==> src/rtl/rx_comma_align_gearbox_pkg.sv <==
// rtl/rx_comma_align_gearbox_pkg.sv - shared comma constants, FSM states and offset width helper
package rx_comma_align_gearbox_pkg;

    localparam logic [6:0] COMMA_P = 7'b1111100;
    localparam logic [6:0] COMMA_N = 7'b0000011;

    typedef enum logic [1:0] {
        HUNT    = 2'd0,
        CONFIRM = 2'd1,
        LOCKED  = 2'd2
    } align_state_e;

    function automatic int offset_w(input int w);
        return $clog2(w);
    endfunction

endpackage

==> src/rtl/rx_comma_align_gearbox_locator.sv <==
// rtl/rx_comma_align_gearbox_locator.sv - priority comma finder, lowest bit position wins
module comma_locator
    import rx_comma_align_gearbox_pkg::*;
#(
    parameter int IN_W = 20
) (
    input  logic [2*IN_W-1:0]           window,
    output logic                        hit,
    output logic [offset_w(IN_W)-1:0]   p
);

    localparam int OW = offset_w(IN_W);

    // Scan downwards so the last assignment is the lowest matching position.
    always_comb begin
        hit = 1'b0;
        p   = '0;
        for (int i = IN_W - 1; i >= 0; i--) begin
            if (window[i +: 7] == COMMA_P || window[i +: 7] == COMMA_N) begin
                hit = 1'b1;
                p   = i[OW-1:0];
            end
        end
    end

endmodule

==> src/rtl/rx_comma_align_gearbox.sv <==
// rtl/rx_comma_align_gearbox.sv - comma hunt/confirm/lock FSM and barrel-shift word aligner
module rx_comma_align_gearbox
    import rx_comma_align_gearbox_pkg::*;
#(
    parameter int IN_W      = 20,
    parameter int LOCK_CNT  = 3,
    parameter int LOSS_CNT  = 4,
    parameter int EVEN_ONLY = 1
) (
    input  logic                        clk,
    input  logic                        rst_n,
    input  logic [IN_W-1:0]             rx_data,
    input  logic                        rx_valid,
    input  logic                        realign,
    output logic [IN_W-1:0]             out_data,
    output logic                        out_valid,
    output logic                        aligned,
    output logic [offset_w(IN_W)-1:0]   align_offset,
    output logic                        comma_seen
);

    localparam int         OW     = offset_w(IN_W);
    localparam logic [3:0] LOCK_C = 4'(LOCK_CNT);
    localparam logic [3:0] LOSS_C = 4'(LOSS_CNT);

    align_state_e        state;
    logic [OW-1:0]       cand;
    logic [3:0]          cnt;
    logic [3:0]          miss;
    logic [IN_W-1:0]     prev_word;
    logic [2*IN_W-1:0]   window;
    logic                hit;
    logic [OW-1:0]       p;
    logic [3:0]          cnt_inc;
    logic [3:0]          miss_inc;
    logic                slot_ok;

    assign window       = {rx_data, prev_word};
    assign cnt_inc      = (cnt == 4'hF) ? cnt : cnt + 4'd1;
    assign miss_inc     = (miss == 4'hF) ? miss : miss + 4'd1;
    assign slot_ok      = (EVEN_ONLY == 0) || (((int'(cand) / 10) % 2) == 0);
    assign align_offset = cand;

    comma_locator #(.IN_W(IN_W)) u_locator (
        .window (window),
        .hit    (hit),
        .p      (p)
    );

    always_ff @(posedge clk or negedge rst_n) begin
        if (!rst_n) begin
            state      <= HUNT;
            cand       <= '0;
            cnt        <= '0;
            miss       <= '0;
            prev_word  <= '0;
            out_data   <= '0;
            out_valid  <= 1'b0;
            aligned    <= 1'b0;
            comma_seen <= 1'b0;
        end else begin
            if (rx_valid) begin
                out_data   <= window[cand +: IN_W];
                out_valid  <= 1'b1;
                comma_seen <= hit && (p == cand);
                prev_word  <= rx_data;
            end else begin
                out_valid  <= 1'b0;
                comma_seen <= 1'b0;
            end

            if (realign) begin
                state   <= HUNT;
                cnt     <= '0;
                miss    <= '0;
                aligned <= 1'b0;
            end else if (rx_valid && hit) begin
                case (state)
                    HUNT: begin
                        cand <= p;
                        cnt  <= 4'd1;
                        miss <= '0;
                        if (LOCK_C == 4'd1) begin
                            state   <= LOCKED;
                            aligned <= 1'b1;
                        end else begin
                            state <= CONFIRM;
                        end
                    end
                    CONFIRM: begin
                        if (p == cand) begin
                            cnt <= cnt_inc;
                            if (cnt_inc >= LOCK_C) begin
                                state   <= LOCKED;
                                aligned <= 1'b1;
                                miss    <= '0;
                            end
                        end else begin
                            cand <= p;
                            cnt  <= 4'd1;
                        end
                    end
                    LOCKED: begin
                        // Offset stays frozen; only off-offset commas erode lock.
                        if (p == cand) begin
                            if (slot_ok) miss <= '0;
                        end else if (miss_inc >= LOSS_C) begin
                            state   <= HUNT;
                            cnt     <= '0;
                            miss    <= '0;
                            aligned <= 1'b0;
                        end else begin
                            miss <= miss_inc;
                        end
                    end
                    default: state <= HUNT;
                endcase
            end
        end
    end

endmodule
==> config.mk <==
export PLATFORM = sky130hd
export DESIGN_NAME = rx_comma_align_gearbox
export DESIGN_NICKNAME = d
export VERILOG_FILES = /design/src/rtl/rx_comma_align_gearbox_pkg.sv /design/src/rtl/rx_comma_align_gearbox_locator.sv /design/src/rtl/rx_comma_align_gearbox.sv
export SDC_FILE = /design/constraint.sdc
export NUM_CORES = 1
export LEC_CHECK = 0
export CORE_UTILIZATION = 57
export CTS_CLUSTER_SIZE = 28
export DETAILED_ROUTE_END_ITERATION = 16
export PLACE_DENSITY = 0.89
export SLEW_MARGIN = 20
export SYNTH_ARGS = -nofsm -noshare
export SYNTH_HDL_FRONTEND = slang
export SYNTH_HIERARCHICAL = 1
export SYNTH_SLANG_ARGS = --single-unit
==> constraint.sdc <==
create_clock -name clk -period 4.39 [get_ports clk]
set_clock_uncertainty 0.05 [all_clocks]
set_input_delay 0.878 -clock clk [delete_from_list [all_inputs] [get_ports clk]]
set_output_delay 0.878 -clock clk [all_outputs]
set_load 0.01 [all_outputs]
* Yosys cells after proc, flatten, opt, wreduce, memory -nomap -nowiden
Index checks and enable logic that the tools add are counted.
** Cells by class
- Add/subtract/negate cells :: 2
- Multiply operators :: 0
- Divide/modulo/power cells :: 1
- Order comparisons :: 2
- Equality and inequality tests :: 51
- Shift operators :: 1
- Mux-type cells :: 74
- Bitwise gates (word level) :: 2
- Reduce and logical (&&, ||, !) cells :: 33
** Operator list (number)
- equality test 7 x 2 -> 1 bit, second input constant :: 20
- equality test 7 bit, second input constant :: 20
- two-way mux 5 bit :: 21
- two-way mux 4 bit :: 14
- indexed part select 40 x 6 -> 20 bit :: 1
- divider 6 x 5 -> 32 bit, second input constant :: 1
- logical NOT 32 bit :: 1
- two-way mux 1 bit :: 28
- one-hot mux 4 bit (3 select lines) :: 2
- logical OR 1 bit :: 20
- two-way mux 2 bit :: 6
- != test 3 bit, second input constant :: 4
- one-hot mux 5 bit (2 select lines) :: 1
- AND reduction 5 bit :: 2
- adder 4 x 1 -> 4 bit, second input constant :: 2
- equality test 4 bit, second input constant :: 2
- AND reduction 4 bit :: 2
- one-hot mux 2 bit (3 select lines) :: 1
- AND reduction 6 bit :: 1
- equality test 5 bit :: 1
- >= comparator 4 x 2 -> 1 bit, second input constant :: 1
- >= comparator 4 x 3 -> 1 bit, second input constant :: 1
- != test 4 bit, second input constant :: 1
- nonzero test 2 bit :: 2
- other kinds (10) :: 11
** Storage, ports and cells
- Register bits after elaboration :: 58
- Latch bits :: 0
- RAM bits :: 0
- Bits in read-only memories :: 0
- Input bits :: 24
- Output and inout bits :: 28
- Memories kept :: 0

* Depth between registers and ports, before layout
- Depth after elaboration :: 27
- Mapped depth :: 14
- Mapped depth without buffers :: 12

* Hierarchy
The synthesis kept the hierarchy.
** By module, submodules not included
- rx_comma_align_gearbox :: instances 1, cells an instance 456, area an instance 4495.6 sq um, seq. area each 1451.4 sq um
- comma_locator :: instances 1, cells an instance 149, area an instance 1023.5 sq um, seq. area each 0.0 sq um

* Worst setup path after synthesis
No wires, ideal clock.
- Path kind :: in2reg
- From :: input rx_data[0]
- To :: register cand[1] (netlist: align_offset[1])
- Setup time :: 127 ps
- Arrival :: 3636 ps
- Slack :: 576 ps
- Stages :: 13
- Path through :: buf_4 or4_1 o32ai_1 a2111oi_1 o2111ai_1 o2111ai_1 a41oi_2 xor2_1 nor2_1 and2_1 buf_6 a2111oi_4 mux2_1
** On the way
- Longest elaborated chain between the ends :: 25
** Ends and longest elaborated chain
- start, declared :: line rx_comma_align_gearbox.sv:12 : input logic [IN_W-1:0] rx_data,
- equality test 7 bit / equality test 7 x 2 -> 1 bit (equally long branches) :: line rx_comma_align_gearbox_locator.sv:19 : if (window[i +: 7] == COMMA_P || window[i +: 7] == COMMA_N) begin
- logical OR 1 bit :: line rx_comma_align_gearbox_locator.sv:19
- two-way mux 5 bit (5 in series) :: line rx_comma_align_gearbox_locator.sv:19
- two-way mux 5 bit (*) (15 in series) :: line rx_comma_align_gearbox_locator.sv:19
- named net p[0] :: line rx_comma_align_gearbox.sv:33 : logic [OW-1:0] p;
- equality test 5 bit (*) :: line rx_comma_align_gearbox.sv:91 : if (p == cand) begin
- != test 2 bit (no line) (*)
- AND reduction 4 bit (no line) (*)
- end signal, assigned :: line rx_comma_align_gearbox.sv:80 : cand <= p;
- end signal, assigned :: line rx_comma_align_gearbox.sv:99 : cand <= p;
- end, declared :: line rx_comma_align_gearbox.sv:27 : logic [OW-1:0] cand;
Mark *: on every way through the listed nets, which the timed path passes. The rest lies on a longest branch. The select of a mux whose other input is x is not followed.
A chain may end at the register's enable or synchronous reset.

* Final worst setup path
- From :: input rx_data[0]
- To :: register state[1]
** On the way
- Longest elaborated chain between the ends :: 25
** Ends and longest elaborated chain
- equality test 7 bit / equality test 7 x 2 -> 1 bit (equally long branches) :: line rx_comma_align_gearbox_locator.sv:19
- logical OR 1 bit :: line rx_comma_align_gearbox_locator.sv:19
- two-way mux 5 bit (5 in series) :: line rx_comma_align_gearbox_locator.sv:19
- two-way mux 5 bit (*) (15 in series) :: line rx_comma_align_gearbox_locator.sv:19
- named net p[0] :: line rx_comma_align_gearbox.sv:33
- equality test 5 bit (*) :: line rx_comma_align_gearbox.sv:91, rx_comma_align_gearbox.sv:105
- != test 3 bit (no line)
- AND reduction 5 bit (no line) (*)
- end signal, assigned :: line rx_comma_align_gearbox.sv:94 : state <= LOCKED;
- end signal, assigned :: line rx_comma_align_gearbox.sv:108 : state <= HUNT;
- end signal, assigned :: line rx_comma_align_gearbox.sv:116 : default: state <= HUNT;
- end, declared :: line rx_comma_align_gearbox.sv:26 : align_state_e state;
Mark *: on every way through the listed nets, which the timed path passes. The rest lies on a longest branch.

==> results.md <==
* Outcome: finished clean
* Critical Path Fanout Max at 15
* Syn_nets at 636
* Synthesized area at 5520 um2
* Final period utilization at 91.7%
* Pwr/cell area at approximately 530 nW/um2
* Final ANT Viol Nets at 0
* Ant. Diodes at 0
* Worst hold slack at ~0.46 ns
* Initial antenna violation count at 0
* Overall Global Routing Usage at 32.9%
* Post-synth EDFFs at 0
* Kind of critical path: in -> reg
* Layout area overhead at 13.3%
* RSZ-0062 raised after global routing: false
* Largest net degree at the start of global routing at 51
* Max Cap Viol at 0
* Crit path DAT at approximately 4.2 ns
* Clock net sink count at 58
* Die height at 100 um
* 1st-iter DRT viols at 644
* Post-synthesis register bit count at 58
* Drt total wl at 15900 um
* Vias in the first global route at 4996
* Port buffer count at 51
* Post-CTS setup buffers at 0
* Final-report hold violation count at 0
* DRC errors left at 0
* Layout cells sized above 1 at 20.5%
* Setup Total Neg Slack at 0 ns
* First-pass GRT wire length at 25500 um
* Post-Syn Instances at approximately 600
* CTS Hold Bufs at 0
* Final setup fails at 0
* Slew @ Worst Pin at 1.06 ns
* Crit path launch type: primary input
* CTS H-tree lvls at 3
* Max Buffers Root-to-Sink at 2
* Full die area at roughly 10000 um2
* Vias per std cell at between 6 and 7
* Max Slew Vio Count at 0
* Syn_area_per_cell at roughly 9.1 um2
* LEAKAGE at 0.00241 uW
* Core Area at 9330 um2
* Min cycle time layout at 4.03 ns
* Peak supply drop at 0.492 mV
* GPL Wtd Cong at 1.00
* Sequential-to-total area share from yosys stat at 26.3%
* GRT overflow at 0
* Clock Latency Late Sink at 0.35 ns
* Post-DR wirelength/cell at just over 20 um
* Post-synthesis cell type count at 90
* Slew headroom at just under 30%
* Fmax at roughly 250 MHz
* Post-synth top flop: dfrtp_1
* DR pass1 iterations at 5
* Vias after detailed routing at 5253
* Post-cts resize count at 0
* Row count at 35
* Worst hold-check path type: in -> async
* Initial core utilization at 59.2%
* Chip width at ~100 um
* YS warnings at 6
* Nets at 671
* Final Util at 67.1%
* Critical Path Sink Type: flip-flop
* Post-DP HPWL at ~12000 um
* Placed instance area at between 6000 and 7000 um2
* Fin area at roughly 6300 um2
* CTS root buf: clkbuf_8
* Number of CTS-inserted buffers at 9
* Async SR Flop Fraction at 100%
* Worst EP required at 4.61 ns
* CTS clock-pin slew for the worst setup and hold paths at 0.07 ns
* Total I/O pin count at 52
* CTS tree: done
==> cells in the mapped netlist (all sizes together), types with 3 or more instances <==
library cell / instances / area share, %
a31o: 3 / 0.48
a211oi: 3 / 0.41
or4: 5 / 0.77
nand2b: 11 / 1.2
nor2: 55 / 3.8
clkbuf: 21 / 1.6
o21ai: 29 / 2.6
o32ai: 3 / 0.61
a311oi: 5 / 0.79
mux4: 24 / 9.8
o211ai: 11 / 1.5
nor4: 3 / 0.34
o41ai: 4 / 0.63
dfrtp: 58 / 26
xor2: 5 / 0.79
inv: 18 / 1.2
a21oi: 30 / 2.7
nand3b: 7 / 0.95
a31oi: 12 / 1.4
or3: 6 / 0.68
and2: 9 / 1.1
o22ai: 4 / 0.45
nand4b: 3 / 0.48
nor3: 11 / 1.0
nand2: 59 / 4.0
and4: 4 / 0.70
a41oi: 4 / 0.77
o221ai: 7 / 1.1
nand3: 15 / 1.4
mux2: 40 / 8.2
nor2b: 7 / 0.79
mux2i: 39 / 7.1
or2: 3 / 0.34
o21a: 5 / 0.68
o2111ai: 3 / 0.48
ha: 7 / 1.6
and3: 4 / 0.59
buf: 27 / 3.6
==> critical path: stages <==
cell and delay, ns:
clkdlybuf4s50_1 0.45, buf_12 0.17, or4_1 0.53, o32ai_1 0.18
a2111oi_1 0.10, o2111ai_1 0.22, o2111ai_1 0.15, a41oi_2 0.22
xor2_1 0.19, nor2_1 0.08, and2_1 0.25, o21a_1 0.24
or3b_2 0.46, a21oi_1 0.13
==> metal layers <==
layer	vias up	part of all wire [%]	wire length [um]	GRT usage (%)
li1	2360	-	-	-
met1	2530	39	6190	42.4
met2	309	48	7640	53.3
met3	54	10	1620	8.70
met4	0	2.7	434	12.0
met5	-	0	0	0
==> final timing paths <==
check,startpoint,to,slack (ns),depth (start not counted)
hold reg to reg,out_data[19],out_data[19],0.48,2
min in group clk,out_data[19],out_data[19],0.48,2
max in group asynchronous,rst_n,prev_word[4],3.17,2
setup / recovery,rx_data[0],state[1],0.36,14
hold / removal,rst_n,out_data[1],0.46,1
setup reg to reg,prev_word[14],cnt[1],0.50,13
==> stage by stage <==
step	setup slack (ns)	total power, uW	cells
after floorplan	0.576	2200	605
after detailed placement	0.0533	2790	758
after global placement	0.0885	2730	758
after CTS	0.408	3280	774
final	0.364	3310	774
after global routing	0.189	3510	774
==> flip-flops by register name (all words and copies together), names as in the netlist <==
register      cells
state             2
miss              4
cnt               4
aligned           1
align_offset      5
out_valid         1
comma_seen        1
out_data         20
prev_word        20
==> placed cells by master (no fill, tap or decap), types with 15 or more instances in the layout <==
master	netlist	routed
a21oi_1	30	30
buf_4	11	21
clkdlybuf4s50_1	0	49
dfrtp_1	58	56
inv_1	17	17
mux2_2	39	39
mux2i_1	39	39
mux4_2	24	24
nand2_1	59	59
nand3_1	15	15
nor2_1	54	54
o21ai_0	27	27
==> area by class of cell <==
cell class	instances	area, um2
Multi-Input combinational cell	479	3710
Fill cell	730	3070
Sequential cell	58	1450
Timing Repair Buffer	72	673
Tap cell	129	161
Clock buffer	10	128
Inverter	20	75.1
Clock inverter	6	57.6
==> power by group <==
part           leakage (uW)  internal (uW)  total, uW  switching, uW
combinational       0.00161            952       1850            900
sequential         0.000706            670        970            300
clock             0.0000958            258        487            229
total               0.00241           1880       3310           1430
==> cell families after synthesis <==
family / synth area share, %
flops: 26.3
compound gates: 19.3
fa+ha+maj: 1.59
xor+xnor: 0.952
buf+inv: 6.55
mux: 25.0
simple gates: 20.2
No activity file was read; power rests on OpenSTA's default activity.
